==> src/rtl/uart_proto_pkg.sv <==
// Shared constants for the miner byte-framed UART protocol: type codes, frame
// lengths, FSM state encodings and the request frame builder.
package uart_proto_pkg;

   localparam int unsigned FRAME_W  = 480;
   localparam int unsigned JOB_SIZE = 416;

   localparam logic [7:0] MSG_INFO     = 8'd0;
   localparam logic [7:0] MSG_INVALID  = 8'd1;
   localparam logic [7:0] MSG_PUSH_JOB = 8'd2;
   localparam logic [7:0] MSG_NONCE    = 8'd3;
   localparam logic [7:0] MSG_ACK      = 8'd4;

   localparam logic [7:0] LEN_PUSH_JOB = 8'd60;
   localparam logic [7:0] LEN_INFO_REQ = 8'd8;
   localparam logic [7:0] LEN_INFO_RSP = 8'd16;
   localparam logic [7:0] LEN_NONCE    = 8'd12;
   localparam logic [7:0] LEN_ACK      = 8'd8;
   localparam logic [7:0] LEN_RX_MIN   = 8'd8;
   localparam logic [7:0] LEN_RX_MAX   = 8'd16;

   typedef enum logic [1:0] {TX_IDLE, TX_SEND, TX_WAIT} tx_state_e;
   typedef enum logic [1:0] {RX_LEN, RX_BODY, RX_SKIP} rx_state_e;

   // Request frame, left-aligned so bytes leave from the top of the register.
   function automatic logic [FRAME_W-1:0] build_frame(
      input logic         is_push,
      input logic [255:0] midstate,
      input logic [95:0]  data,
      input logic [31:0]  nonce_min,
      input logic [31:0]  nonce_max
   );
      if (is_push)
         return {LEN_PUSH_JOB, 16'h0000, MSG_PUSH_JOB, midstate, data, nonce_min, nonce_max, 32'h0};
      return {LEN_INFO_REQ, 16'h0000, MSG_INFO, 32'h0, {JOB_SIZE{1'b0}}};
   endfunction

endpackage

==> src/rtl/uart_frame_rx.sv <==
// Byte-to-frame parser. frame_valid and payload are presented together with the
// final byte of a frame so the consumer can register its reaction one cycle later.
module uart_frame_rx
   import uart_proto_pkg::*;
(
   input  logic        sys_clk,
   input  logic        rst,
   input  logic        received,
   input  logic [7:0]  rx_byte,
   output logic        frame_valid,
   output logic [7:0]  frame_type,
   output logic [7:0]  frame_len,
   output logic [63:0] payload
);

   rx_state_e   state, state_nxt;
   logic [7:0]  rem, rem_nxt;
   logic [7:0]  len_q, len_nxt;
   logic [7:0]  type_q, type_nxt;
   logic [63:0] shift_q, shift_nxt;

   always_ff @(posedge sys_clk) begin
      if (rst) begin
         state   <= RX_LEN;
         rem     <= '0;
         len_q   <= '0;
         type_q  <= '0;
         shift_q <= '0;
      end else begin
         state   <= state_nxt;
         rem     <= rem_nxt;
         len_q   <= len_nxt;
         type_q  <= type_nxt;
         shift_q <= shift_nxt;
      end
   end

   always_comb begin
      state_nxt   = state;
      rem_nxt     = rem;
      len_nxt     = len_q;
      type_nxt    = type_q;
      shift_nxt   = shift_q;
      frame_valid = 1'b0;
      if (received) begin
         case (state)
            RX_LEN: begin
               len_nxt   = rx_byte;
               rem_nxt   = rx_byte - 8'd1;
               shift_nxt = {shift_q[55:0], rx_byte};
               // Out-of-range lengths are skipped; 0 and 1 occupy only the length byte.
               if (rx_byte >= LEN_RX_MIN && rx_byte <= LEN_RX_MAX)
                  state_nxt = RX_BODY;
               else if (rx_byte > 8'd1)
                  state_nxt = RX_SKIP;
            end
            RX_BODY: begin
               shift_nxt = {shift_q[55:0], rx_byte};
               rem_nxt   = rem - 8'd1;
               if (len_q - rem == 8'd3)
                  type_nxt = rx_byte;
               if (rem == 8'd1) begin
                  frame_valid = 1'b1;
                  state_nxt   = RX_LEN;
               end
            end
            RX_SKIP: begin
               rem_nxt = rem - 8'd1;
               if (rem == 8'd1)
                  state_nxt = RX_LEN;
            end
            default: state_nxt = RX_LEN;
         endcase
      end
   end

   assign frame_type = type_q;
   assign frame_len  = len_q;
   assign payload    = {shift_q[55:0], rx_byte};

endmodule

==> src/rtl/uart_job_dispatcher.sv <==
// Host-side initiator: frames PUSH_JOB / INFO requests into the uart core, then
// matches the response or times out. NONCE packets are reported at any time.
module uart_job_dispatcher
   import uart_proto_pkg::*;
#(
   parameter logic [23:0] TIMEOUT_CYCLES = 24'd12_000_000
) (
   input  logic         sys_clk,
   input  logic         rst,
   input  logic         req_push,
   input  logic         req_info,
   input  logic [255:0] job_midstate,
   input  logic [95:0]  job_data,
   input  logic [31:0]  job_nonce_min,
   input  logic [31:0]  job_nonce_max,
   output logic         transmit,
   output logic [7:0]   tx_byte,
   input  logic         is_transmitting,
   input  logic         received,
   input  logic [7:0]   rx_byte,
   output logic         busy,
   output logic         done,
   output logic         ack_ok,
   output logic         nak,
   output logic         timeout,
   output logic [63:0]  info_data,
   output logic         nonce_valid,
   output logic [31:0]  nonce
);

   tx_state_e          state, state_nxt;
   logic [FRAME_W-1:0] shreg, shreg_nxt;
   logic [5:0]         cnt, cnt_nxt;
   logic               guard, guard_nxt;
   logic               is_info, is_info_nxt;
   logic [23:0]        tcnt, tcnt_nxt;
   logic               transmit_nxt, busy_nxt, done_nxt;
   logic               ack_ok_nxt, nak_nxt, timeout_nxt, nonce_valid_nxt;
   logic [7:0]         tx_byte_nxt;
   logic [63:0]        info_data_nxt;
   logic [31:0]        nonce_nxt;
   logic               try_send;

   logic               frame_valid;
   logic [7:0]         frame_type, frame_len;
   logic [63:0]        payload;
   logic [FRAME_W-1:0] req_frame;
   logic               rsp_ok, is_nonce;

   uart_frame_rx u_rx (
      .sys_clk     (sys_clk),
      .rst         (rst),
      .received    (received),
      .rx_byte     (rx_byte),
      .frame_valid (frame_valid),
      .frame_type  (frame_type),
      .frame_len   (frame_len),
      .payload     (payload)
   );

   assign req_frame = build_frame(req_push, job_midstate, job_data, job_nonce_min, job_nonce_max);
   assign is_nonce  = (frame_type == MSG_NONCE);
   assign rsp_ok    = is_info ? (frame_type == MSG_INFO && frame_len == LEN_INFO_RSP)
                              : (frame_type == MSG_ACK  && frame_len == LEN_ACK);

   always_ff @(posedge sys_clk) begin
      if (rst) begin
         state       <= TX_IDLE;
         shreg       <= '0;
         cnt         <= '0;
         guard       <= 1'b0;
         is_info     <= 1'b0;
         tcnt        <= '0;
         transmit    <= 1'b0;
         tx_byte     <= '0;
         busy        <= 1'b0;
         done        <= 1'b0;
         ack_ok      <= 1'b0;
         nak         <= 1'b0;
         timeout     <= 1'b0;
         info_data   <= '0;
         nonce_valid <= 1'b0;
         nonce       <= '0;
      end else begin
         state       <= state_nxt;
         shreg       <= shreg_nxt;
         cnt         <= cnt_nxt;
         guard       <= guard_nxt;
         is_info     <= is_info_nxt;
         tcnt        <= tcnt_nxt;
         transmit    <= transmit_nxt;
         tx_byte     <= tx_byte_nxt;
         busy        <= busy_nxt;
         done        <= done_nxt;
         ack_ok      <= ack_ok_nxt;
         nak         <= nak_nxt;
         timeout     <= timeout_nxt;
         info_data   <= info_data_nxt;
         nonce_valid <= nonce_valid_nxt;
         nonce       <= nonce_nxt;
      end
   end

   always_comb begin
      state_nxt       = state;
      shreg_nxt       = shreg;
      cnt_nxt         = cnt;
      guard_nxt       = 1'b0;
      is_info_nxt     = is_info;
      tcnt_nxt        = tcnt;
      transmit_nxt    = 1'b0;
      tx_byte_nxt     = tx_byte;
      busy_nxt        = busy;
      done_nxt        = 1'b0;
      ack_ok_nxt      = 1'b0;
      nak_nxt         = 1'b0;
      timeout_nxt     = 1'b0;
      info_data_nxt   = info_data;
      nonce_valid_nxt = 1'b0;
      nonce_nxt       = nonce;
      try_send        = 1'b0;

      if (frame_valid && is_nonce && frame_len == LEN_NONCE) begin
         nonce_valid_nxt = 1'b1;
         nonce_nxt       = payload[31:0];
      end

      case (state)
         TX_IDLE: begin
            if (req_push || req_info) begin
               busy_nxt    = 1'b1;
               is_info_nxt = !req_push;
               shreg_nxt   = req_frame;
               cnt_nxt     = 6'(req_frame[FRAME_W-1 -: 8]);
               state_nxt   = TX_SEND;
               try_send    = !is_transmitting;
            end
         end
         TX_SEND: try_send = !is_transmitting && !guard;
         TX_WAIT: begin
            // A response completing on the last timeout cycle takes priority.
            if (frame_valid && !is_nonce) begin
               done_nxt  = 1'b1;
               busy_nxt  = 1'b0;
               state_nxt = TX_IDLE;
               if (rsp_ok) begin
                  ack_ok_nxt = 1'b1;
                  if (is_info)
                     info_data_nxt = payload;
               end else begin
                  nak_nxt = 1'b1;
               end
            end else if (tcnt == TIMEOUT_CYCLES - 24'd1) begin
               done_nxt    = 1'b1;
               timeout_nxt = 1'b1;
               busy_nxt    = 1'b0;
               state_nxt   = TX_IDLE;
            end else begin
               tcnt_nxt = tcnt + 24'd1;
            end
         end
         default: state_nxt = TX_IDLE;
      endcase

      // Emit the top byte; the strobe also arms the one-cycle guard.
      if (try_send) begin
         transmit_nxt = 1'b1;
         tx_byte_nxt  = shreg_nxt[FRAME_W-1 -: 8];
         shreg_nxt    = {shreg_nxt[FRAME_W-9:0], 8'h00};
         cnt_nxt      = cnt_nxt - 6'd1;
         if (cnt_nxt == 6'd0) begin
            state_nxt = TX_WAIT;
            tcnt_nxt  = '0;
         end
      end
      guard_nxt = transmit_nxt;
   end

endmodule

==> config.mk <==
export PLATFORM = sky130hd
export DESIGN_NAME = uart_job_dispatcher
export DESIGN_NICKNAME = d
export VERILOG_FILES = /design/src/rtl/uart_proto_pkg.sv /design/src/rtl/uart_frame_rx.sv /design/src/rtl/uart_job_dispatcher.sv
export SDC_FILE = /design/constraint.sdc
export NUM_CORES = 1
export LEC_CHECK = 0
export BUFFER_PORTS_ARGS = -buffer_cell sky130_fd_sc_hd__buf_2
export CORE_AREA = 2 2 246 248
export CTS_CLUSTER_SIZE = 40
export DETAILED_ROUTE_END_ITERATION = 8
export DIE_AREA = 0 0 248 250
export PLACE_DENSITY_LB_ADDON = 0.12
export SLEW_MARGIN = 20
export SYNTH_ARGS = -nofsm -noshare
export SYNTH_HDL_FRONTEND = slang
export SYNTH_SLANG_ARGS = --single-unit
export TNS_END_PERCENT = 30
==> constraint.sdc <==
create_clock -name sys_clk -period 3.23 [get_ports sys_clk]
set_input_delay 0 -clock sys_clk [delete_from_list [all_inputs] [get_ports sys_clk]]
set_output_delay 0 -clock sys_clk [all_outputs]
set_load 0.01 [all_outputs]
==> metrics.yaml <==
status:
  status: "completed"
critical_path:
  r2r-start: "state[1]"
  crit_slowest_cell: "dlygate4sd3_1"
  worst-path-max-fanout: 193
  crit_chain: "nor2_1 -> o21ai_4 -> buf_16 -> a22oi_1 -> o22ai_1 -> dlygate4sd3_1"
  r2r_slack_ns: 0.15
  rr_endpoint: "shreg[247]"
  cp.arrival_ns: 3.62
  worst-path-buf-inv: 2
  crit_family: "buffers and inverters"
  end_kind: "register"
  crit_type: "register to register"
  reg2reg_depth: 6
  critical-path-max-stage-delay_ns: 0.59
  start_kind: "register"
  worst_ep_required_time_ns: 3.77
synth:
  synth-seq-area-share: 0.535
  ys.flop_type: "dfxtp_1"
  synth_area_leaders: "dfxtp_1 54%, a22oi_1 12%, o22ai_1 9.8%"
  synth_area_mm2: 0.0264
  ys_ff_latch: 706
  avgSynthCellArea_um2: 9.09
  synth_cell_types: 60
  synth_fp_nets: 3356
  yosysTopAreaCell: "dfxtp_1"
  synth_top_area_frac: 0.535
  synth_edf_count: 0
  async_flop_share: 0
  syn_inst: 2907
  ys_warn_count: 0
die:
  start_util: 0.443
  die_area_mm2: 0.0620
  core_area_mm2: 0.0596
  die_h_um: 250
  rows: 90
  dieWidth_um: 248
  io_pins: 541
timing:
  skew_ns: 0.0255
  final.setup.tns_ns: 0
  postLayoutSetupSlackWorst_ns: 0.149
  worst_pin_slew_ns: 1.02
  min_period_over_period: 0.954
  finalCriticalPeriod_ns: 3.08
  max_freq_mhz: 325
  hold_viol: 0
  rsz0062_at_grt: "false"
  timing_max_transition_violations_final: 0
  report.final.setup_viol: 0
  relSlewSlack: 0.315
worst_hold_path:
  hold_path_depth: 6
  min_to: "shreg[467]"
  hold_class: "input port to register"
  hp-start: "is_transmitting"
final_layout:
  regArea_mm2: 0.0141
  fillCellCount: 4672
  multi_input_area_mm2: 0.0111
  final_common_cell: "dfxtp_1"
  area_growth_pct: 45.6
  drive_gt1_frac: 0.184
  final_cell_mix: "706 x dfxtp_1, 625 x dlygate4sd3_1, 539 x buf_2"
  fin_nets: 4352
drt:
  drc: 0
  drtAntennaViolNets: 0
  dr.pass1.iters: 9
  wl_per_cell_um: 19.7
  drt_iter0_drc: 2062
  routed_via_density: 5.70
  vias: 27062
  wl_um: 93500
clocking:
  clk_latency_ns: 0.61
  cts_buffer_depth: 3
  cts_root_buffer: "clkbuf_16"
  htreeDepth: 3
  cts_tree: "built"
  clock-sinks: 706
  clkTransAtPathRegs_ns: 0.06
  post_cts_buffers: 0
  cts_buffers: 75
global_route:
  track_usage: 0.287
  grt_pass1_vias: 27253
  grt_overflow_total: 0
  grt_start_max_net_pins: 194
  grt_pass1_wl_um: 144000
  antenna_found_initial: 6
place:
  pre_cts_slack_ns: 0.492
  gp_congestion: 0.884
  post-dp-hpwl_um: 57200
  io_buffers: 540
power_and_ir_drop:
  ir_drop_mv: 0.512
  leakage_uw: 0.0153
  power_density_mw_per_mm2: 554
run:
  cap_violations: 0
==> repair_timing <==
item,CTS,global route
hold buffers,625,0
endpoints found under the hold margin,482,0
gates resized for setup,0,1
setup endpoints to repair,0,1
==> per-layer routing <==
layer  wire, um  vias up  GRT usage
met4       4100        2      0.131
met3       7050      240     0.0741
met5         13        -          0
met1      38100    12971      0.348
met2      44300     1036      0.475
li1           -    12813          -
==> cell usage after synthesis, types with 5 or more instances <==
cell	number
a211oi_1	10
a21oi_1	242
a22oi_1	417
a31oi_1	20
and3_1	14
buf_1	10
buf_2	11
buf_6	12
clkbuf_1	261
dfxtp_1	706
ha_1	18
inv_1	21
nand2_1	429
nand2b_1	10
nand3_1	35
nand4_1	22
nand4b_1	5
nor2_1	104
nor2b_1	8
nor3_1	15
nor4bb_1	5
o211ai_1	5
o21ai_0	21
o22ai_1	412
or3_1	5
xnor2_1	11
xor2_1	24
==> final cells by class <==
class / count / area share
clock inverters: 35 / 0.0126
repair buffers: 1213 / 0.249
diodes: 5 / 0.000325
inverters: 21 / 0.00205
well taps: 782 / 0.0254
multi-input cells: 1886 / 0.287
flip-flops and latches: 706 / 0.367
clock buffers: 102 / 0.0557
==> worst max-delay path by stage <==
stage	from	to	slack (ns)	depth (start not counted)
after global routing	state[0]	shreg[378]	0.05	6
after floorplan	state[0]	tcnt[10]	0.13	14
final	state[1]	shreg[247]	0.15	6
after CTS	state[0]	shreg[331]	0.28	6
after global placement	u_rx.rem[2]	info_data[25]	0.55	7
after detailed placement	u_rx.rem[2]	info_data[41]	0.49	7
==> metrics by stage <==
stage                      util  power (uW)  hold WS (ns)  instances  area [um2]
after floorplan               -       10800         0.188       2907       26400
after global routing      0.646       22000         0.159       4750       38500
after detailed placement  0.496       11600         0.310       3983       29600
after CTS                 0.645       21300         0.120       4745       38400
final                     0.646       21300         0.158       4750       38500
after global placement    0.496       11500         0.301       3983       29600
==> report_power, final <==
| part | total [uW] | internal (uW) | switching [uW] |
|---|---|---|---|
| combinational | 2890 | 1340 | 1540 |
| sequential | 9270 | 9100 | 167 |
| clock | 9140 | 5550 | 3590 |
==> state kept, by name (all words and copies together) (netlist names), 6 cells and up <==
name and flops:
nonce 32, u_rx.frame_len 8, u_rx.shift_q 56, u_rx.rem 8, cnt 6, tx_byte 8, tcnt 24, info_data 64
shreg 480, u_rx.frame_type 8
==> cells by family (layout without fill, tap and decap cells) <==
| group | after synthesis | count (layout) | share of synthesized area |
|---|---|---|---|
| buffers and inverters | 315 | 1371 | 0.0487 |
| other | 0 | 5 | 0 |
| XOR/XNOR | 35 | 35 | 0.0116 |
| adder cells (fa/ha/maj) | 19 | 19 | 0.00928 |
| flip-flops | 706 | 706 | 0.535 |
| multiplexers | 5 | 5 | 0.00194 |
| AO/OA/AOI/OAI | 1145 | 1145 | 0.281 |
| AND/OR/NAND/NOR | 682 | 682 | 0.112 |
==> worst reg2reg max path: stages (launching register included) <==
cell and delay (ns):
dfxtp_1 0.56, nor2_1 0.15, o21ai_4 0.32, buf_16 0.50, a22oi_1 0.67, o22ai_1 0.25
dlygate4sd3_1 0.59
Power figures use the tool's default switching activity.
